===== src/rtl/multicycle_control_unit_pkg.sv =====
// Shared encodings for the multi-cycle RV32I control unit: opcodes, write-back
// sources, trap causes, FSM states and the decoder's output bundle.
package rv32i_ctrl_pkg;

  localparam logic [6:0] OPC_R     = 7'b0110011;
  localparam logic [6:0] OPC_I     = 7'b0010011;
  localparam logic [6:0] OPC_IL    = 7'b0000011;
  localparam logic [6:0] OPC_S     = 7'b0100011;
  localparam logic [6:0] OPC_B     = 7'b1100011;
  localparam logic [6:0] OPC_LUI   = 7'b0110111;
  localparam logic [6:0] OPC_AUIPC = 7'b0010111;
  localparam logic [6:0] OPC_JAL   = 7'b1101111;
  localparam logic [6:0] OPC_JALR  = 7'b1100111;

  localparam logic [3:0] ALU_ADD = 4'b0000;

  localparam logic [1:0] WSRC_ALU  = 2'b00;
  localparam logic [1:0] WSRC_LOAD = 2'b01;
  localparam logic [1:0] WSRC_IMM  = 2'b10;
  localparam logic [1:0] WSRC_PC4  = 2'b11;

  localparam logic [1:0] CAUSE_NONE    = 2'b00;
  localparam logic [1:0] CAUSE_ILLEGAL = 2'b01;
  localparam logic [1:0] CAUSE_IFETCH  = 2'b10;
  localparam logic [1:0] CAUSE_DATA    = 2'b11;

  typedef enum logic [2:0] {FETCH, DECODE, EXECUTE, MEM, WB, TRAP} state_t;

  typedef struct packed {
    logic       illegal;
    logic       is_branch;
    logic       is_load;
    logic       is_store;
    logic       is_jump;
    logic       alu_src_sel_1;
    logic       alu_src_sel_2;
    logic [1:0] reg_w_src_sel;
    logic [3:0] alu_op;
    logic [2:0] funct3;
  } dec_t;

endpackage


===== src/rtl/multicycle_control_unit_decode.sv =====
// Pure-combinational decode of the latched instruction into datapath selects,
// ALU op and instruction class; the FSM decides when any of it takes effect.
module rv32i_decode
  import rv32i_ctrl_pkg::*;
(
  input  logic [31:0] ir,
  output dec_t        dec
);

  logic [2:0] funct3;
  logic       unused_ir_bits;

  assign funct3         = ir[14:12];
  assign unused_ir_bits = ^{ir[31], ir[29:15], ir[11:7]};

  always_comb begin
    // NOTE: every field gets a default before the case so no path can infer a latch.
    dec        = '0;
    dec.funct3 = funct3;
    dec.alu_op = ALU_ADD;
    case (ir[6:0])
      OPC_R: begin
        dec.alu_op = {ir[30], funct3};
      end
      OPC_I: begin
        dec.alu_src_sel_2 = 1'b1;
        // Only SRAI carries funct7[5]; in other I-types that bit is immediate.
        dec.alu_op = {(funct3 == 3'b101) & ir[30], funct3};
      end
      OPC_IL: begin
        dec.is_load       = 1'b1;
        dec.alu_src_sel_2 = 1'b1;
        dec.reg_w_src_sel = WSRC_LOAD;
      end
      OPC_S: begin
        dec.is_store      = 1'b1;
        dec.alu_src_sel_2 = 1'b1;
      end
      OPC_B: begin
        dec.is_branch = 1'b1;
      end
      OPC_LUI: begin
        dec.alu_src_sel_2 = 1'b1;
        dec.reg_w_src_sel = WSRC_IMM;
      end
      OPC_AUIPC: begin
        dec.alu_src_sel_1 = 1'b1;
        dec.alu_src_sel_2 = 1'b1;
      end
      OPC_JAL: begin
        dec.is_jump       = 1'b1;
        dec.alu_src_sel_1 = 1'b1;
        dec.alu_src_sel_2 = 1'b1;
        dec.reg_w_src_sel = WSRC_PC4;
      end
      OPC_JALR: begin
        dec.is_jump       = 1'b1;
        dec.alu_src_sel_2 = 1'b1;
        dec.reg_w_src_sel = WSRC_PC4;
      end
      default: begin
        dec.illegal = 1'b1;
      end
    endcase
  end

endmodule


===== src/rtl/multicycle_control_unit.sv =====
// Multi-cycle RV32I control FSM: sequences fetch/decode/execute/mem/write-back
// with memory handshakes, bus timeout, illegal-opcode trap and retire counter.
module multicycle_control_unit
  import rv32i_ctrl_pkg::*;
#(
  parameter int ALU_CTRL_W  = 4,
  parameter int TIMEOUT_CYC = 255,
  parameter int INSTRET_W   = 32
) (
  input  logic                  clk,
  input  logic                  rst,
  input  logic                  i_ack,
  input  logic [31:0]           instr_code,
  input  logic                  d_ack,
  output logic                  i_req,
  output logic                  d_req,
  output logic                  d_we,
  output logic                  ir_we,
  output logic                  pc_we,
  output logic                  regfile_we,
  output logic                  alu_src_sel_1,
  output logic                  alu_src_sel_2,
  output logic [1:0]            reg_w_src_sel,
  output logic [ALU_CTRL_W-1:0] alu_control,
  output logic [2:0]            comp_control,
  output logic [2:0]            size_control,
  output logic                  branch,
  output logic                  jal,
  output logic                  trap,
  output logic [1:0]            trap_cause,
  output logic [INSTRET_W-1:0]  instret
);

  localparam int WAIT_W = (TIMEOUT_CYC > 1) ? $clog2(TIMEOUT_CYC) : 1;
  localparam logic [WAIT_W-1:0] WAIT_LIMIT =
    WAIT_W'((TIMEOUT_CYC > 0) ? TIMEOUT_CYC - 1 : 0);

  state_t                 state;
  logic [31:0]            ir;
  logic [WAIT_W-1:0]      wait_cnt;
  logic [INSTRET_W-1:0]   instret_q;
  logic [1:0]             trap_cause_q;
  logic                   timeout_hit;
  dec_t                   dec;

  rv32i_decode u_decode (
    .ir  (ir),
    .dec (dec)
  );

  // The cycle that completes the wait budget traps unless its ack arrives.
  assign timeout_hit = (TIMEOUT_CYC != 0) && (wait_cnt == WAIT_LIMIT);

  always_ff @(posedge clk) begin
    if (rst) begin
      state        <= FETCH;
      ir           <= '0;
      wait_cnt     <= '0;
      instret_q    <= '0;
      trap_cause_q <= CAUSE_NONE;
    end else begin
      if (pc_we) instret_q <= instret_q + INSTRET_W'(1);
      // NOTE: non-blocking, so the increments below override this clear (last NBA wins).
      wait_cnt <= '0;
      case (state)
        FETCH: begin
          if (i_ack) begin
            ir    <= instr_code;
            state <= DECODE;
          end else if (timeout_hit) begin
            trap_cause_q <= CAUSE_IFETCH;
            state        <= TRAP;
          end else begin
            wait_cnt <= wait_cnt + WAIT_W'(1);
          end
        end
        DECODE: begin
          if (dec.illegal) begin
            trap_cause_q <= CAUSE_ILLEGAL;
            state        <= TRAP;
          end else begin
            state <= EXECUTE;
          end
        end
        EXECUTE: begin
          if (dec.is_branch)                   state <= FETCH;
          else if (dec.is_load || dec.is_store) state <= MEM;
          else                                  state <= WB;
        end
        MEM: begin
          if (d_ack) begin
            state <= dec.is_store ? FETCH : WB;
          end else if (timeout_hit) begin
            trap_cause_q <= CAUSE_DATA;
            state        <= TRAP;
          end else begin
            wait_cnt <= wait_cnt + WAIT_W'(1);
          end
        end
        WB:      state <= FETCH;
        TRAP:    state <= TRAP;
        default: state <= FETCH;
      endcase
    end
  end

  // Strobes come from registered state and IR only; acks just qualify the edge.
  always_comb begin
    i_req         = 1'b0;
    d_req         = 1'b0;
    d_we          = 1'b0;
    ir_we         = 1'b0;
    pc_we         = 1'b0;
    regfile_we    = 1'b0;
    alu_src_sel_1 = 1'b0;
    alu_src_sel_2 = 1'b0;
    reg_w_src_sel = WSRC_ALU;
    alu_control   = '0;
    comp_control  = '0;
    size_control  = '0;
    branch        = 1'b0;
    jal           = 1'b0;
    trap          = 1'b0;
    trap_cause    = CAUSE_NONE;
    instret       = '0;
    if (!rst) begin
      trap       = (state == TRAP);
      trap_cause = trap_cause_q;
      instret    = instret_q;
      if (state inside {EXECUTE, MEM, WB}) begin
        alu_src_sel_1 = dec.alu_src_sel_1;
        alu_src_sel_2 = dec.alu_src_sel_2;
        reg_w_src_sel = dec.reg_w_src_sel;
        alu_control   = ALU_CTRL_W'(dec.alu_op);
        if (dec.is_load || dec.is_store) size_control = dec.funct3;
      end
      case (state)
        FETCH: begin
          i_req = 1'b1;
          ir_we = i_ack;
        end
        EXECUTE: begin
          branch = dec.is_branch;
          jal    = dec.is_jump;
          pc_we  = dec.is_branch;
          if (dec.is_branch) comp_control = dec.funct3;
        end
        MEM: begin
          d_req = 1'b1;
          d_we  = dec.is_store;
          pc_we = dec.is_store & d_ack;
        end
        WB: begin
          jal        = dec.is_jump;
          regfile_we = 1'b1;
          pc_we      = 1'b1;
        end
        default: ;
      endcase
    end
  end

endmodule


===== config.mk =====
export PLATFORM = sky130hd
export DESIGN_NAME = multicycle_control_unit
export DESIGN_NICKNAME = d
export VERILOG_FILES = /design/src/rtl/multicycle_control_unit_pkg.sv /design/src/rtl/multicycle_control_unit_decode.sv /design/src/rtl/multicycle_control_unit.sv
export SDC_FILE = /design/constraint.sdc
export NUM_CORES = 1
export LEC_CHECK = 0
export ABC_AREA = 1
export ABC_CLOCK_PERIOD_IN_PS = 1550
export CAP_MARGIN = 20
export CORE_MARGIN = 2
export CORE_UTILIZATION = 45
export DETAILED_ROUTE_END_ITERATION = 7
export PLACE_DENSITY = 0.88
export SLEW_MARGIN = 0
export SYNTH_ARGS = -nofsm -noshare
export SYNTH_HDL_FRONTEND = slang
export SYNTH_SLANG_ARGS = --single-unit
export TNS_END_PERCENT = 30

===== constraint.sdc =====
create_clock -name clk -period 1.55 [get_ports clk]
set_input_delay 0.31 -clock clk [delete_from_list [all_inputs] [get_ports clk]]
set_output_delay 0.31 -clock clk [all_outputs]
set_load 0.05 [all_outputs]

; After elaboration in Yosys (flattened, before gate mapping)
; Index checks and enable logic that the tools add are counted.
[op_classes]
add_sub_neg = 2
n_eq_ne = 21
n_bitwise = 2
n_mux = 59
reduce_logical = 11
[ops]
columns = op, n
row1 = two-way mux 3 bit, 13
row2 = "adder 32 x 1 -> 32 bit, second input constant", 1
row3 = two-way mux 32 bit, 1
row4 = two-way mux 1 bit, 26
row5 = two-way mux 8 bit, 3
row6 = "equality test 7 x 6 -> 1 bit, second input constant", 3
row7 = "equality test 7 bit, second input constant", 3
row8 = two-way mux 2 bit, 8
row9 = one-hot mux 8 bit (2 select lines), 1
row10 = one-hot mux 3 bit (5 select lines), 1
row11 = "equality test 7 x 5 -> 1 bit, second input constant", 2
row12 = one-hot mux 2 bit (3 select lines), 2
row13 = "inequality test 2 bit, second input constant", 5
row14 = "equality test 3 bit, second input constant", 3
row15 = OR reduction 9 bit, 1
row16 = "adder 8 x 1 -> 8 bit, second input constant", 1
row17 = "equality test 8 bit, second input constant", 1
row18 = two-way mux 4 bit, 2
row19 = one-hot mux 4 bit (2 select lines), 1
row20 = "equality test 7 x 2 -> 1 bit, second input constant", 1
row21 = OR reduction 7 bit, 1
row22 = "equality test 3 x 2 -> 1 bit, second input constant", 2
row23 = AND reduction 6 bit, 1
row24 = nonzero test 3 bit, 2
row25 = 7 further kinds, 10
[totals]
reg_bits = 76
inputBits = 36
word_cells = 100
output_inout_bits = 57

; Depth between registers and ports, before layout
; Gate-level depths: netlist of the first run.
[depth]
depth_word = 6
depth_mapped = 11
ltp_nobuf = 11

; Cells and area by module
; Synthesis of the first run repeated with hierarchy kept, for this count alone.
[hier_totals]
hier_cells = 713
hier_area_um2 = 4396.7
[by_module_without_submodules]
columns = module, seq_area_each_um2, n_inst, cells_per_inst, area_each_um2
row1 = multicycle_control_unit, 1541.5, 1, 652, 4111.4
row2 = rv32i_decode, 0.0, 1, 61, 285.3

; Worst setup path before layout of the first run
; OpenSTA, ideal clock, no wires.
[synth_timing]
path_type = register to output
from = register state[0]
to = output alu_control[3]
t_required_ps = 1240
t_arrival_ps = 3275
path_buffers = 0
setup_slack_ps = -2035
stages_incl_launch_ff = 6
path_cell_list = dfxtp_1 nor2_1 nand2_1 o21ai_0 nand2_1 a2111oi_0
[synth_between]
elab_chain_cells = 4
word_cells_on_any_way = 6
classes_between = eq/ne: 3 / mux: 2 / reduce/logical: 1
[synth_rtl]
columns = item, line
row1 = "start, declared", multicycle_control_unit.sv:38  ; state_t state;
row2 = "start signal, assigned", multicycle_control_unit.sv:92  ; state <= dec.is_store ? FETCH : WB;
row3 = equality test 3 x 2 -> 1 bit / equality test 3 bit (equally long branches), multicycle_control_unit.sv:130  ; if (state inside {EXECUTE, MEM, WB}) begin
row4 = nonzero test 3 bit *, multicycle_control_unit.sv:130
row5 = two-way mux 4 bit *, multicycle_control_unit.sv:130
row6 = two-way mux 4 bit *, multicycle_control_unit.sv:126  ; if (!rst) begin
row7 = "end, declared", multicycle_control_unit.sv:24  ; output logic [ALU_CTRL_W-1:0] alu_control,
; Mark *: on every way between the ends. The rest lies on a longest branch, timed or not.

; Worst setup path in the final report of the first run
[layout_timing]
from = register ir[0]
to = output pc_we
[layout_between]
elab_chain_cells = 5
word_cells_on_any_way = 7
classes_between = eq/ne: 2 / mux: 4 / bitwise: 1
[layout_rtl]
columns = item, line
row1 = "start, declared", multicycle_control_unit.sv:39  ; logic [31:0] ir;
row2 = "start signal, assigned", multicycle_control_unit.sv:68  ; ir <= instr_code;
row3 = equality test 7 x 6 -> 1 bit, multicycle_control_unit_decode.sv:21  ; case (ir[6:0])
row4 = two-way mux 1 bit, multicycle_control_unit_decode.sv:21
row5 = AND 1 bit, multicycle_control_unit.sv:151  ; pc_we = dec.is_store & d_ack;
row6 = one-hot mux 1 bit (3 select lines) *, multicycle_control_unit.sv:137  ; case (state)
row7 = two-way mux 1 bit *, multicycle_control_unit.sv:126
row8 = "end, declared", multicycle_control_unit.sv:19  ; output logic pc_we,
; Marked as above.

==> results of run 1 <==
## worst reg2reg max path, stage by stage, from the launching register on
cell     delay [ns]
dfxtp_2        0.38
nand2_4        0.09
nor2_4         0.18
buf_12         0.15
nand4_2        0.18
nand3_4        0.17
nand2_4        0.10
buf_4          0.15
buf_12         0.16
nand2_1        0.17
a21oi_2        0.09
## per-layer routing
metal  up-vias  global-route usage  share of wire
met5         -              0.0179              0
met4         0               0.106          0.083
met3       167              0.0423           0.11
met2       472               0.522           0.46
met1      2291               0.361           0.35
li1       2204                   -              -
## where the power goes
| part | switching, mW | leakage (nW) | internal [mW] |
|---|---|---|---|
| Clock | 0.554 | 0.0404 | 0.322 |
| Sequential | 0.0625 | 0.461 | 1.49 |
| Combinational | 0.496 | 1.88 | 0.348 |
## metrics by stage
stage / power (mW) / hold WS (ns) / worst slack (ns) / TNS, ns / instance area (µm²)
2_1_floorplan: 1.93 / 0.430 / -0.296 / -8.39 / 3960
3_3_place_gp: 2.16 / 0.443 / -0.140 / -4.32 / 5190
3_5_place_dp: 2.19 / 0.450 / -0.174 / -6.46 / 5190
4_1_cts: 3.09 / 0.398 / -0.398 / -7.50 / 5550
5_1_grt: 3.36 / 0.440 / -0.601 / -21.49 / 5920
6_report: 3.27 / 0.439 / -0.547 / -17.84 / 5920
## final cells by class
| type | count | area [µm²] | area share |
|---|---|---|---|
| clock buffer | 5 | 68.8 | 0.0116 |
| clock inverter | 3 | 23.8 | 0.00402 |
| inverter | 70 | 295 | 0.0499 |
| multi-input combinational | 457 | 2690 | 0.454 |
| sequential | 56 | 1150 | 0.195 |
| tap | 105 | 131 | 0.0222 |
| timing repair buffer | 159 | 1560 | 0.263 |
## flip-flops by register name, indices dropped and copies added (netlist names)
signal,flops
ir,11
wait_cnt,8
trap_cause_q,2
instret_q,32
state,3
## how the worst max path moves through the flow
stage / startpoint / end / slack, ns / cells past startpoint
after global routing: ir[2] / pc_we / -0.60 / 9
after detailed placement: d_ack / wait_cnt[5] / -0.17 / 6
after global placement: d_ack / pc_we / -0.14 / 6
final: ir[0] / pc_we / -0.55 / 8
after CTS: state[0] / alu_control[0] / -0.40 / 7
after floorplan: state[0] / alu_control[3] / -0.30 / 5
## cells by family after synthesis
logic type | synth area share
XOR/XNOR | 0.0284
adder cells (fa/ha/maj) | 0.0102
AO/OA/AOI/OAI | 0.132
buffers and inverters | 0.102
flip-flops | 0.303
AND/OR/NAND/NOR | 0.424
## cells in the final DEF, fill, tap and decap left out, types with 2 or more instances in the layout
master           instances
nor3_4                   8
clkinv_4                 2
nor2_2                  11
a31oi_1                  8
inv_4                    5
a21oi_1                 20
nand3_4                  4
clkbuf_8                 5
buf_6                   27
buf_12                  13
a21oi_2                 24
nand4_1                  3
clkdlybuf4s50_1         13
xor2_1                  11
dfxtp_1                 43
nor2_4                  19
buf_8                    7
nor3_1                  14
nand2_1                141
ha_1                     3
nor3_2                   5
o21ai_2                  4
inv_2                    7
dfxtp_4                  6
nor2_1                  73
inv_6                    3
nand2_4                 10
and2_1                   5
nand2_2                 36
o21ai_0                 15
clkinvlp_4               2
buf_4                   97
inv_1                   54
nand3_1                 30
o21ai_1                  5
dfxtp_2                  7
## timing repair
item | in CTS | in global routing
gates cloned | 0 | 1
hold buffers | 0 | 0
setup buffers | 8 | 12
pin swaps | 24 | 15
setup endpoints to repair | 62 | 83
gates resized for setup | 61 | 89
==> summary.txt, run 1 <==
Timing
  – Worst Clk Skew: 0.00537 ns
  – Final period util: 1.35
  – Final hold vios: 0
  – Max Fclk: 0.477 GHz
  – Final Slew Violations: 0
  – Slew of the pin with the lowest slew margin: 0.415 ns
  – Minimum clock period: 2.10 ns
  – Final setup fails: 65
  – Slew margin rel.: 0.721
  – Final WS setup: -0.547 ns
  – RSZ-0062 raised after global routing: true

Run status
  – Failing checks: design-rule violations, negative setup slack
  – Status: finished, violations left

Global route
  – Initial antenna violation count: 0
  – GRT Overall Usage: 0.295
  – Largest net degree at the start of global routing: 33
  – GRT overflow: 0
  – Vias in the first global route: 4415
  – First-pass GRT wire length: 21.0 mm

Logic synthesis
  – Avg Inst Size Synth: 6.17 µm²
  – Synth warnings: 0
  – Synth area leaders: dfxtp_1, nand2_1, nor2_1
  – Most frequent cell after synthesis: nand2_1
  – Post-synthesis register bit count: 56
  – Most common flop cell mapped by yosys: dfxtp_1
  – Ys async rst share: 0
  – Seq/Total Area, Yosys: 0.303
  – Number of synthesized flops with an enable pin: 0
  – Yosys cell types: 33
  – Synth Cell Area: 3690 µm²
  – Synthesized instance count: 599
  – Post-Syn Nets: 638
  – Post-synth top area share: 0.303
  – Largest area contributor in the netlist: dfxtp_1
  – Post-synth top cells: nand2_1, nor2_1, inv_1

Critical path
  – Crit path max fanout: 5
  – CP Data Required Time: 1.24 ns
  – CP top delay family: simple AND/OR/NAND/NOR gates
  – Crit Path Class: reg2out
  – Cell breakdown of the critical path: nand2_4, nor2_4, buf_12, nand4_2, nand3_4, nand2_4, clkinv_4, buf_8
  – CP Data Arrival Time: 1.79 ns
  – Most used cell, CP: nand2_4
  – Critical Path Source Type: register
  – Slowest CP cell: dfxtp_2
  – R2R Path Start: ir[0]
  – Crit-path max cell delay: 0.38 ns
  – CP bufs+invs: 3
  – CP endpoint kind: output port
  – Setup slack, reg-to-reg: -0.37 ns
  – R2R depth: 10
  – Reg2reg end: instret_q[17]

Placed design
  – Input/output buffers: 71
  – RePlAce Congestion: 0.894
  – DP Cell Count: 828
  – Final HPWL DP: 8.64 mm

Drt
  – Final ANT Viol Nets: 0
  – Total Wirelength: 15.8 mm
  – # DRC: 35
  – Post-DR wirelength/cell: 18.5 µm
  – Via count: 5134
  – 1st-iter DRT viols: 659
  – Length of the first detailed-routing pass in iterations: 8
  – DR vias/cell: 6.00

Floorplan
  – Initial core utilization: 0.457
  – Die ar.: 8950 µm²
  – Rows: 33
  – Top Ports: 93
  – Die Height: 94.6 µm
  – Die X: 94.6 µm
  – Core ar.: 8090 µm²

Hold path
  – Worst hold path startpoint: rst
  – Hold Path Class: in2reg
  – WHS Path Cells: 3
  – Hold EP: instret_q[8]

Clocking
  – Clock transition at path regs: 0.11 ns
  – CTS H-tree depth: 2
  – Clk Latency, worst-skew pair: 0.33 ns
  – TritonCTS clock tree: yes
  – Inserted Clock Buffers: 5
  – Maximum buffer depth of the clock tree: 2
  – CTS root buffer: clkbuf_8
  – TritonCTS sink count: 56

Finish
  – Final Util: 0.731
  – Number of nets in the layout: 788
  – Antenna Cells: 0
  – # fillers: 513
  – Layout Area Growth over Synthesis: 60.2%
  – Non-Filler Instances: 855
  – Share of layout cells above drive strength 1: 0.412

Pwr
  – Leak: 2.38 nW
  – Pwr/cell area: 553 nW/µm²
  – Worst IR Drop VDD: 0.000320 V

Job
  – Max-cap violations: 0
No activity file was read; power rests on OpenSTA's default activity.
==> inputs of run 2 (changes only) <==
--- a/config.mk
+++ b/config.mk
@@ -10,8 +10,10 @@
 export CAP_MARGIN = 20
 export CORE_MARGIN = 2
 export CORE_UTILIZATION = 45
+export CTS_CLUSTER_SIZE = 24
 export DETAILED_ROUTE_END_ITERATION = 7
 export PLACE_DENSITY = 0.88
+export REMOVE_ABC_BUFFERS = 1
 export SLEW_MARGIN = 0
 export SYNTH_ARGS = -nofsm -noshare
 export SYNTH_HDL_FRONTEND = slang
==> run 2 against run 1 <==
Net effect: the flow still finishes with violations (design-rule violations, negative setup slack); hold slack improved by 0.035 ns; total power increased by 3.9%; clock-buffer cell count increased by 1; largest cell class unchanged; largest power group unchanged.
==> summary.txt, run 2 (same netlist as run 1, synthesis figures left out) <==
Run status
  – Status: finished, violations left
  – Failing checks: design-rule violations, negative setup slack

Floorplan
  – Core ar.: 8090 µm² (unchanged)
  – Die Height: 94.6 µm (unchanged)
  – Initial core utilization: 0.457 (unchanged)
  – Rows: 33 (unchanged)
  – Die ar.: 8950 µm² (unchanged)
  – Die X: 94.6 µm (unchanged)
  – Top Ports: 93 (unchanged)

Job
  – Max-cap violations: 0 (unchanged)

Drt
  – 1st-iter DRT viols: 1000 (+52%)
  – # DRC: 104 (+200%)
  – Via count: 5565 (+8.4%)
  – Length of the first detailed-routing pass in iterations: 8 (unchanged)
  – DR vias/cell: 6.32 (+5.2%)
  – Final ANT Viol Nets: 0 (unchanged)
  – Post-DR wirelength/cell: 22.0 µm (+19%)
  – Total Wirelength: 19.4 mm (+22%)

Timing
  – Final setup fails: 78 (+20%)
  – Slew of the pin with the lowest slew margin: 0.494 ns (+0.0790 ns)
  – Final WS setup: -0.722 ns (-0.176 ns)
  – Slew margin rel.: 0.669 (-0.0517)
  – Max Fclk: 0.440 GHz (-7.7%)
  – Final period util: 1.47 (+0.113)
  – RSZ-0062 raised after global routing: true
  – Final hold vios: 0 (unchanged)
  – Worst Clk Skew: 0.0279 ns (+0.0225 ns)
  – Minimum clock period: 2.27 ns (+0.176 ns)
  – Final Slew Violations: 0 (unchanged)

Hold path
  – WHS Path Cells: 1 (-2)
  – Hold Path Class: reg2reg

Finish
  – Non-Filler Instances: 881 (+3.0%)
  – Most common cell after layout, fill and taps aside: nand2_1
  – Number of nets in the layout: 815 (+3.4%)
  – Final Util: 0.786 (+0.0547)
  – Most frequent cells in the layout: nand2_1, buf_4, nor2_1
  – Biggest register: instret_q
  – # fillers: 435 (-15%)
  – Antenna Cells: 0 (unchanged)
  – Layout Area Growth over Synthesis: 72.2%
  – Top flop regs: instret_q: 32 flops, ir: 11 flops, wait_cnt: 8 flops
  – Share of layout cells above drive strength 1: 0.438 (+0.0261)
  – Max FFs per register: 32 (unchanged)

Critical path
  – Crit Path Class: reg2out
  – Worst path depth: 9 (+1)
  – CP top delay family: simple AND/OR/NAND/NOR gates
  – Slowest CP cell: dfxtp_2
  – Crit-path max cell delay: 0.46 ns (+0.08 ns)
  – Crit path max fanout: 4 (-1)
  – R2R depth: 13 (+3)
  – CP Data Arrival Time: 1.96 ns (+0.17 ns)
  – Critical Path Source Type: register
  – CP endpoint kind: output port
  – CP Data Required Time: 1.24 ns (about the same)
  – CP bufs+invs: 4 (+1)
  – Cell breakdown of the critical path: nand2_2, nor2_4, buf_6, nand2_4, nand2_4, inv_6, nor3_2, buf_4, buf_12
  – Most used cell, CP: nand2_4

Clocking
  – Maximum buffer depth of the clock tree: 2 (unchanged)
  – Inserted Clock Buffers: 5 (unchanged)
  – TritonCTS clock tree: yes
  – CTS root buffer: clkbuf_8
  – TritonCTS sink count: 56 (unchanged)
  – CTS H-tree depth: 2 (unchanged)
  – Post-CTS Hold Fix Bufs: 0 (unchanged)
  – Clock transition at path regs: 0.13 ns (+0.02 ns)
  – Clk Latency, worst-skew pair: 0.35 ns (+0.02 ns)

Global route
  – Initial antenna violation count: 0 (unchanged)
  – Largest net degree at the start of global routing: 21 (-36%)
  – First-pass GRT wire length: 24.3 mm (+16%)
  – Vias in the first global route: 4976 (+13%)
  – GRT overflow: 0 (unchanged)
  – GRT Overall Usage: 0.347 (+0.0518)

Placed design
  – Input/output buffers: 71 (unchanged)
  – Final HPWL DP: 9.13 mm (+5.7%)
  – RePlAce Congestion: 1.01 (+13%)
  – DP Cell Count: 848 (+2.4%)
  – Setup WS pre-CTS: -0.258 ns (-0.0839 ns)

Pwr
  – Worst IR Drop VDD: 0.000411 V (+28%)
  – Pwr/cell area: 535 nW/µm² (-3.4%)
  – Overall Power: 3.40 mW (+3.9%)
  – Leak: 2.57 nW (+7.9%)
[run 2: cell count changes in the layout (fill, tap and decap cells not counted), sizes merged]
cell / delta
clkinvlp: -2
buf: +26
clkbuf: +1
nand2: +1
[run 2: final cells by class]
type                            instances  area, µm²  area share
Tap cell                              105        131      0.0207
Sequential cell                        56       1150       0.181
Timing Repair Buffer                  185       2040       0.321
Multi-Input combinational cell        458       2670       0.420
Clock buffer                            6       72.6      0.0114
Clock inverter                          1       5.00    0.000787
Inverter                               70        288      0.0452
[run 2: per-layer routing]
layer	track usage	vias to the layer above	routed length [µm]
li1	-	2247	-
met4	0.210	2	1960
met5	0	-	47
met3	0.0702	239	2610
met1	0.394	2471	6250
met2	0.596	606	8520
[run 2: through the flow]
step | hold WS (ns) | setup TNS (ns) | area, µm²
floorplan | 0.372 | -16.29 | 3590
global placement | 0.440 | -4.32 | 5380
detailed placement | 0.444 | -6.86 | 5380
CTS | 0.477 | -11.29 | 5980
global route | 0.492 | -30.41 | 6360
finish | 0.474 | -31.64 | 6360
[run 2: final timing paths]
| check | startpoint | to | slack, ns |
|---|---|---|---|
| worst max-delay path | ir[1] | size_control[0] | -0.72 |
| worst min-delay path | wait_cnt[0] | wait_cnt[0] | 0.47 |
| worst max register to register | ir[1] | instret_q[6] | -0.63 |
| worst min register to register | wait_cnt[0] | wait_cnt[0] | 0.47 |
[run 2: power by group]
part | switching (mW) | internal (mW)
logic | 0.585 | 0.415
clock network | 0.540 | 0.311
registers | 0.0610 | 1.49
total | 1.19 | 2.22
[run 2: what timing repair did]
item,4_1_cts,5_1_grt
setup endpoints to repair,72,90
cloned,1,1
buffers inserted,17,15
resized for setup,135,90
pin swaps,29,33
